`config.mk`:
```
export PLATFORM = sky130hd
export DESIGN_NAME = add_seq
export DESIGN_NICKNAME = d
export VERILOG_FILES = /design/src/rtl/add_seq.sv
export SDC_FILE = /design/constraint.sdc
export NUM_CORES = 1
export LEC_CHECK = 0
export ABC_AREA = 1
export BUFFER_PORTS_ARGS = -buffer_cell sky130_fd_sc_hd__clkbuf_2
export CORE_MARGIN = 2
export CORE_UTILIZATION = 48
export CTS_BUF_LIST = sky130_fd_sc_hd__clkbuf_8
export CTS_CLUSTER_DIAMETER = 30
export CTS_CLUSTER_SIZE = 40
export DETAILED_ROUTE_END_ITERATION = 7
export PLACE_DENSITY = 0.67
export SETUP_SLACK_MARGIN = 0.3
export SLEW_MARGIN = 25
export SYNTH_ARGS = -nofsm -noshare
export SYNTH_HDL_FRONTEND = slang
export SYNTH_SLANG_ARGS = --single-unit
```
`constraint.sdc`:
```
create_clock -name clk -period 5.2 [get_ports clk]
set_input_delay 0.52 -clock clk [delete_from_list [all_inputs] [get_ports clk]]
set_output_delay 0.52 -clock clk [all_outputs]
set_load 0.1 [all_outputs]
```
`src/rtl/add_seq.sv`:
```
// Sequential adder/subtractor: adds SLICE bits per clock, LSB first, and
// publishes {co, s, ovf} together with a one-cycle done pulse.
module add_seq #(
   parameter int WIDTH = 16,
   parameter int SLICE = 4
) (
   input  logic             clk,
   input  logic             rst_n,
   input  logic             start,
   input  logic [WIDTH-1:0] a,
   input  logic [WIDTH-1:0] b,
   input  logic             ci,
   input  logic             sub,
   output logic [WIDTH-1:0] s,
   output logic             co,
   output logic             ovf,
   output logic             busy,
   output logic             done
);

   localparam int NSLICE = WIDTH / SLICE;
   localparam int CW     = (NSLICE > 1) ? $clog2(NSLICE) : 1;

   localparam logic [1:0] IDLE = 2'd0;
   localparam logic [1:0] RUN  = 2'd1;
   localparam logic [1:0] DONE = 2'd2;

   logic [1:0]       state_q, state_d;
   logic [CW-1:0]    cnt_q, cnt_d;
   logic             carry_q, carry_d;
   logic [WIDTH-1:0] a_q, a_d, b_q, b_d;
   logic [WIDTH-1:0] part_q, part_d;
   logic [WIDTH-1:0] s_q, s_d;
   logic             co_q, co_d, ovf_q, ovf_d;

   logic [SLICE-1:0] sl_a, sl_b;
   logic [SLICE:0]   sl_sum;
   logic [WIDTH-1:0] part_nx;
   logic             last;

   // Slice datapath: select the current slice, add it, and splice the result
   // into a copy of the partial register.
   always_comb begin
      sl_a    = '0;
      sl_b    = '0;
      part_nx = part_q;
      for (int i = 0; i < NSLICE; i++) begin
         if (cnt_q == CW'(i)) begin
            sl_a = a_q[i*SLICE +: SLICE];
            sl_b = b_q[i*SLICE +: SLICE];
         end
      end
      sl_sum = {1'b0, sl_a} + {1'b0, sl_b} + {{SLICE{1'b0}}, carry_q};
      for (int i = 0; i < NSLICE; i++) begin
         if (cnt_q == CW'(i)) part_nx[i*SLICE +: SLICE] = sl_sum[SLICE-1:0];
      end
      last = (cnt_q == CW'(NSLICE - 1));
   end

   always_comb begin
      // NOTE: every signal gets a default here so no path through the case
      // leaves one unassigned, which would otherwise infer a latch.
      state_d = state_q;
      cnt_d   = cnt_q;
      carry_d = carry_q;
      a_d     = a_q;
      b_d     = b_q;
      part_d  = part_q;
      s_d     = s_q;
      co_d    = co_q;
      ovf_d   = ovf_q;
      case (state_q)
         RUN: begin
            part_d  = part_nx;
            carry_d = sl_sum[SLICE];
            cnt_d   = cnt_q + CW'(1);
            if (last) begin
               s_d     = part_nx;
               co_d    = sl_sum[SLICE];
               // Carry into the MSB is recovered as a ^ b ^ sum at that bit.
               ovf_d   = a_q[WIDTH-1] ^ b_q[WIDTH-1] ^ part_nx[WIDTH-1] ^ sl_sum[SLICE];
               state_d = DONE;
            end
         end
         default: begin
            state_d = IDLE;
            if (start) begin
               a_d     = a;
               b_d     = sub ? ~b : b;
               carry_d = sub ? 1'b1 : ci;
               cnt_d   = '0;
               state_d = RUN;
            end
         end
      endcase
   end

   // NOTE: state uses non-blocking assignments so every flop samples the
   // values from before the edge; operand and partial registers are cleared
   // on reset too, so nothing in the block starts out unknown.
   always_ff @(posedge clk or negedge rst_n) begin
      if (!rst_n) begin
         state_q <= IDLE;
         cnt_q   <= '0;
         carry_q <= 1'b0;
         a_q     <= '0;
         b_q     <= '0;
         part_q  <= '0;
         s_q     <= '0;
         co_q    <= 1'b0;
         ovf_q   <= 1'b0;
      end else begin
         state_q <= state_d;
         cnt_q   <= cnt_d;
         carry_q <= carry_d;
         a_q     <= a_d;
         b_q     <= b_d;
         part_q  <= part_d;
         s_q     <= s_d;
         co_q    <= co_d;
         ovf_q   <= ovf_d;
      end
   end

   assign s    = s_q;
   assign co   = co_q;
   assign ovf  = ovf_q;
   assign busy = (state_q == RUN);
   assign done = (state_q == DONE);

endmodule

```
* Word level (Yosys, flattened, before mapping)
Cells that the tools add are included.
Storage, ports and cells: flip-flop bits (word level) 71, input bits 37, output and inout port bits 20, logic and storage cells 48
Cells by class: $add $sub $neg 3, eq/ne operators 6, muxes and demuxes 21, bitwise gates (word level) 5, reductions and logical operators 4
Operators with widths (count):
- $mux W4 | 12
- $mux W16 | 1
- $not A16 Y16 | 1
- $mux W2 | 4
- $eq A2 B2 Y1 const B | 3
- $add A4 B4 Y5 | 1
- $add A5 B1 Y5 | 1
- $eq A2 B1 Y1 const B | 2
- $mux W1 | 4
- $reduce_and A2 Y1 | 2
- $xor A1 B1 Y1 | 3
- $add A2 B1 Y2 const B | 1
- $logic_not A2 Y1 | 1
- $ne A2 B1 Y1 const B | 1
- $reduce_bool A2 Y1 | 1
- $not A1 Y1 | 1

* Logic depth before layout (Yosys ltp)
depth in word-level cells 10, depth in mapped cells 19, gate-level depth less buffers 19

* Worst setup path after synthesis
Ideal clock, no wire load.
path kind reg-to-reg, start reg cnt_q[0], end reg part_q[9], setup time 149 ps, arrival 2461 ps, data required time 5051 ps, slack 2590 ps, cell stages (with the launch flop) 14, buffers on the path 1, clock period less this slack 2610 ps, cells stage by stage dfrtp_1 > inv_1 > ha_1 > buf_4 > a21oi_1 > o31ai_1 > o21ai_0 > fa_1 > inv_1 > fa_1 > nand2_1 > o21ai_0 > nand2_1 > o21ai_0
Between the ends: longest elaborated chain between the ends 8, elaborated cells on any way between the ends 15, classes of those cells 2 x add/sub; 3 x eq/ne; 9 x mux; 1 x reduce/logical
Ends and longest elaborated chain:
- start: declaration | line 29 | logic [CW-1:0] cnt_q, cnt_d;
- start signal: assignment | line 114 | cnt_q <= cnt_d;
- $logic_not A2 Y1 | line 48 | if (cnt_q == CW'(i)) begin
- $mux W4 (4 in a row) | line 48
- $add A4 B4 Y5 | line 53 | sl_sum = {1'b0, sl_a} + {1'b0, sl_b} + {{SLICE{1'b0}}, carry_q};
- $add A5 B1 Y5 | line 53
- $mux W4 (*) | line 55 | if (cnt_q == CW'(i)) part_nx[i*SLICE +: SLICE] = sl_sum[SLICE-1:0];
- end signal: assignment | line 118 | part_q <= part_d;
- end: declaration | line 32 | logic [WIDTH-1:0] part_q, part_d;
Mark *: on every way between the ends. The rest lies on a longest branch, timed or not. A chain may end at the register's enable or synchronous reset.

* Final worst setup path
start reg cnt_q[1], end reg part_q[5]
The elaborated chain is that of the path after synthesis.

==> results.txt <==
----------------------------------------------------
[Drt]
  Pre-Repair DR Iteration Count ... 4
  Routed vias ... 2691
  WL final ... 6860 um
  Detail Route Antenna Nets ... 0
  Avg WL per Cell ... 12.7 um
  Final routed DRC violation total ... 0
  Drt via density ... 5.00
  DRC marker count from the first detailed-route iteration ... 150

[Synth]
  Compound-gate portion of the synthesized area ... 9.90%
  Top area cells in the synthesized netlist ... sky130_fd_sc_hd__dfrtp_1 (51%), sky130_fd_sc_hd__nand2_1 (18%), sky130_fd_sc_hd__o21ai_0 (5.5%), sky130_fd_sc_hd__nand3_1 (4.2%), sky130_fd_sc_hd__xnor2_1 (4.2%)
  Library cells used by synthesis ... 29
  Post-Synth Simple-Gate Area ... 25.2%
  Synthesized-area fraction occupied by adder cells ... 3.81%
  Yosys warning total ... 0
  Mean Syn Cell Area ... 8.33 um2
  Top cell type by total area after synthesis ... sky130_fd_sc_hd__dfrtp_1
  Cell count after synthesis ... 402
  Combinational family with the most area after synthesis ... simple AND/OR/NAND/NOR gates
  Netlist area before placement ... 3350 um2
  Flip-flop and latch count after synthesis ... 68
  Syn nets ... 448
  Share of synthesized area spent on multiplexers ... 0%
  Register area share after synthesis ... 50.8%
  Area fraction of the dominant cell type after synthesis ... 50.8%
  Post-synthesis share of cell area spent on xor and xnor gates ... 4.18%

[Clock tree]
  Clock transition at the registers of the reported paths ... 0.07 ns
  TritonCTS clock tree ... done
  Total CTS buffers ... 9
  Buffers inserted by post-CTS timing repair ... 0
  Worst-Skew Late Latency ... 0.35 ns
  Clock Path Buffers ... 2
  CTS H-tree lvls ... 3
  Number of hold buffers added after cts ... 0
  Number of instances resized during post-cts repair ... 0
  Root Buffer ... sky130_fd_sc_hd__clkbuf_8
  Sinks on the clock net ... 68

[Placed design]
  Buffers added on ports ... 56
  GPL Wtd Cong ... 0.924
  Worst slack after detailed placement ... 2.11 ns
  Number of placed instances with taps included ... 522
  Placed wire-length estimate ... 4760 um

[Floorplan]
  Die Ht ... 87.5 um
  Overall die area ... 7660 um2
  CORE AREA ... 6760 um2
  Number of top-level pins ... 57
  Chip width ... 87.5 um
  Number of rows in the core area ... 30
  Effective utilization at floorplan ... 49.6%

[Cells and area]
  Proportion of layout cells with a drive suffix above 1 ... 18.6%
  Final net count ... 499
  Layout fillers ... 628
  Final non-filler cell total ... 538
  Commonest cells after routing, fill and taps aside ... sky130_fd_sc_hd__nand2_1 (157), sky130_fd_sc_hd__dfrtp_1 (68), sky130_fd_sc_hd__clkbuf_2 (56), sky130_fd_sc_hd__o21ai_0 (37), sky130_fd_sc_hd__nand3_1 (28)
  Layout overhead on the synthesized area ... 16.1%
  Most common library cell in the layout ignoring fill and taps ... sky130_fd_sc_hd__nand2_1
  Inserted Diodes ... 0

[Worst setup path]
  Depth of the most critical reg-to-reg path ... 13
  Critical path data required time ... 5.41 ns
  Reg2Reg Setup Slack ... 2.09 ns
  Category of the worst setup path capture point ... flop
  Startpoint Class ... flop
  Critical Setup Path Class ... reg -> reg
  Data arrival time of the worst path ... 3.32 ns
  End of the worst register-to-register path ... part_q[5]
  Biggest fanout along the worst timing path ... 15
  Reg-to-reg startpoint ... cnt_q[1]

[Global routing]
  Total grt overflow ... 0
  Number of antenna violations at the first check in global routing ... 0
  Vias in the first global route ... 2600
  Global-route total usage across every layer ... 19.8%
  First-pass GRT wire length ... 11800 um
  Largest net degree at the start of global routing ... 69

[Hold path]
  Hold Crit Start ... a[1]
  Cell depth of the worst hold path ... 3
  Worst Hold Class ... in -> reg
  WHS Endpoint ... a_q[1]

[Timing]
  Final-report hold violation count ... 0
  Post-route fraction of the period consumed by the critical path ... 59.8%
  Max Clock Skew ... 0.00716 ns
  Setup violations, final ... 0
  Final total negative setup slack ... 0 ns
  Minimum period implied by the final worst setup slack ... 3.11 ns
  Achievable frequency ... 321 MHz
  Final setup slack of the worst path ... 2.09 ns
  Pins over their slew limit ... 0
  Tightest Pin Transition ... 0.827 ns
  Unrepaired setup endpoints after global routing ... no
  Headroom to the max-slew limit ... 44.8%

[Outcome]
  Status ... finished clean

[Flow run]
  Count of maximum capacitance violations ... 0

----------------------------------------------------
-- critical path, stage by stage, from the launching register on --
cell and delay [ns]:
sky130_fd_sc_hd__dfrtp_1 0.41, sky130_fd_sc_hd__inv_1 0.08, sky130_fd_sc_hd__ha_1 0.40, sky130_fd_sc_hd__inv_2 0.25, sky130_fd_sc_hd__nor2_1 0.06, sky130_fd_sc_hd__o31ai_1 0.20
sky130_fd_sc_hd__o21ai_0 0.17, sky130_fd_sc_hd__fa_1 0.42, sky130_fd_sc_hd__inv_1 0.11, sky130_fd_sc_hd__fa_1 0.48, sky130_fd_sc_hd__nand2_1 0.10, sky130_fd_sc_hd__o21ai_0 0.11
sky130_fd_sc_hd__nand2_1 0.09, sky130_fd_sc_hd__o21ai_0 0.08
-- synth_stat cells --
cell type                  count
sky130_fd_sc_hd__buf_1         1
sky130_fd_sc_hd__buf_2         5
sky130_fd_sc_hd__fa_1          2
sky130_fd_sc_hd__ha_1          7
sky130_fd_sc_hd__or2_2         3
sky130_fd_sc_hd__buf_4         6
sky130_fd_sc_hd__or2_0         1
sky130_fd_sc_hd__clkbuf_4      1
sky130_fd_sc_hd__xnor2_1      16
sky130_fd_sc_hd__buf_6         2
sky130_fd_sc_hd__or2_1         1
sky130_fd_sc_hd__o211ai_1      2
sky130_fd_sc_hd__nand2_1     157
sky130_fd_sc_hd__nand2_2       1
sky130_fd_sc_hd__inv_1        19
sky130_fd_sc_hd__a22o_1        1
sky130_fd_sc_hd__nor2_1       10
sky130_fd_sc_hd__nand3_1      28
sky130_fd_sc_hd__o21ai_0      37
sky130_fd_sc_hd__o31ai_1       1
sky130_fd_sc_hd__nor2_8        1
sky130_fd_sc_hd__o21ai_1       9
sky130_fd_sc_hd__dfrtp_1      68
sky130_fd_sc_hd__clkbuf_1      3
sky130_fd_sc_hd__inv_4         1
sky130_fd_sc_hd__nand2_4       1
sky130_fd_sc_hd__and2_4        1
sky130_fd_sc_hd__a21oi_1      14
sky130_fd_sc_hd__inv_2         3
-- through the flow --
| step | cell area (um2) | utilization [%] | hold slack [ns] |
|---|---|---|---|
| 2_1_floorplan | 3350 | - | 0.224 |
| 6_report | 3890 | 57.5 | 0.363 |
| 3_5_place_dp | 3630 | 53.7 | 0.460 |
| 3_3_place_gp | 3630 | 53.7 | 0.454 |
| 4_1_cts | 3890 | 57.5 | 0.351 |
| 5_1_grt | 3890 | 57.5 | 0.361 |
-- state kept, by name (all words and copies together), names as in the netlist --
name,flops
co,1
carry_q,1
b_q,16
part_q,13
a_q,16
cnt_q,2
ovf,1
state_q,2
s,16
-- logic make-up (layout without fill, tap and decap cells) --
logic type      Yosys count  in the layout
simple gates            204            204
flops                    68             68
compound gates           64             64
buf+inv                  41             97
xor+xnor                 16             16
fa+ha+maj                 9              9
-- cell type report --
type / count / area (um2) / area share, %
flip-flops and latches: 68 / 1700 / 43.8
clock buffers: 11 / 151 / 3.89
multi-input cells: 293 / 1440 / 37.1
inverters: 23 / 88.8 / 2.29
repair buffers: 58 / 295 / 7.60
well taps: 80 / 100 / 2.57
clock inverters: 5 / 106 / 2.74
-- metal layers --
layer	track usage [%]	vias to the layer above	part of all wire, %
met5	0	-	0
met4	9.09	0	1.1
met3	3.11	9	4.0
met2	31.0	60	46
met1	27.2	1245	49
li1	-	1377	-
-- worst max path at each step --
stage              from   endpoint  cells after the start
6_report       cnt_q[1]  part_q[5]                     13
2_1_floorplan  cnt_q[0]  part_q[9]                     13
4_1_cts        cnt_q[1]  part_q[5]                     13
5_1_grt        cnt_q[1]  part_q[2]                     16
3_5_place_dp   cnt_q[0]  part_q[5]                     12
3_3_place_gp   cnt_q[0]  part_q[9]                     12
Power is not shown: default switching activity piles up to over one toggle a cycle in this logic, so the estimate is an artifact.
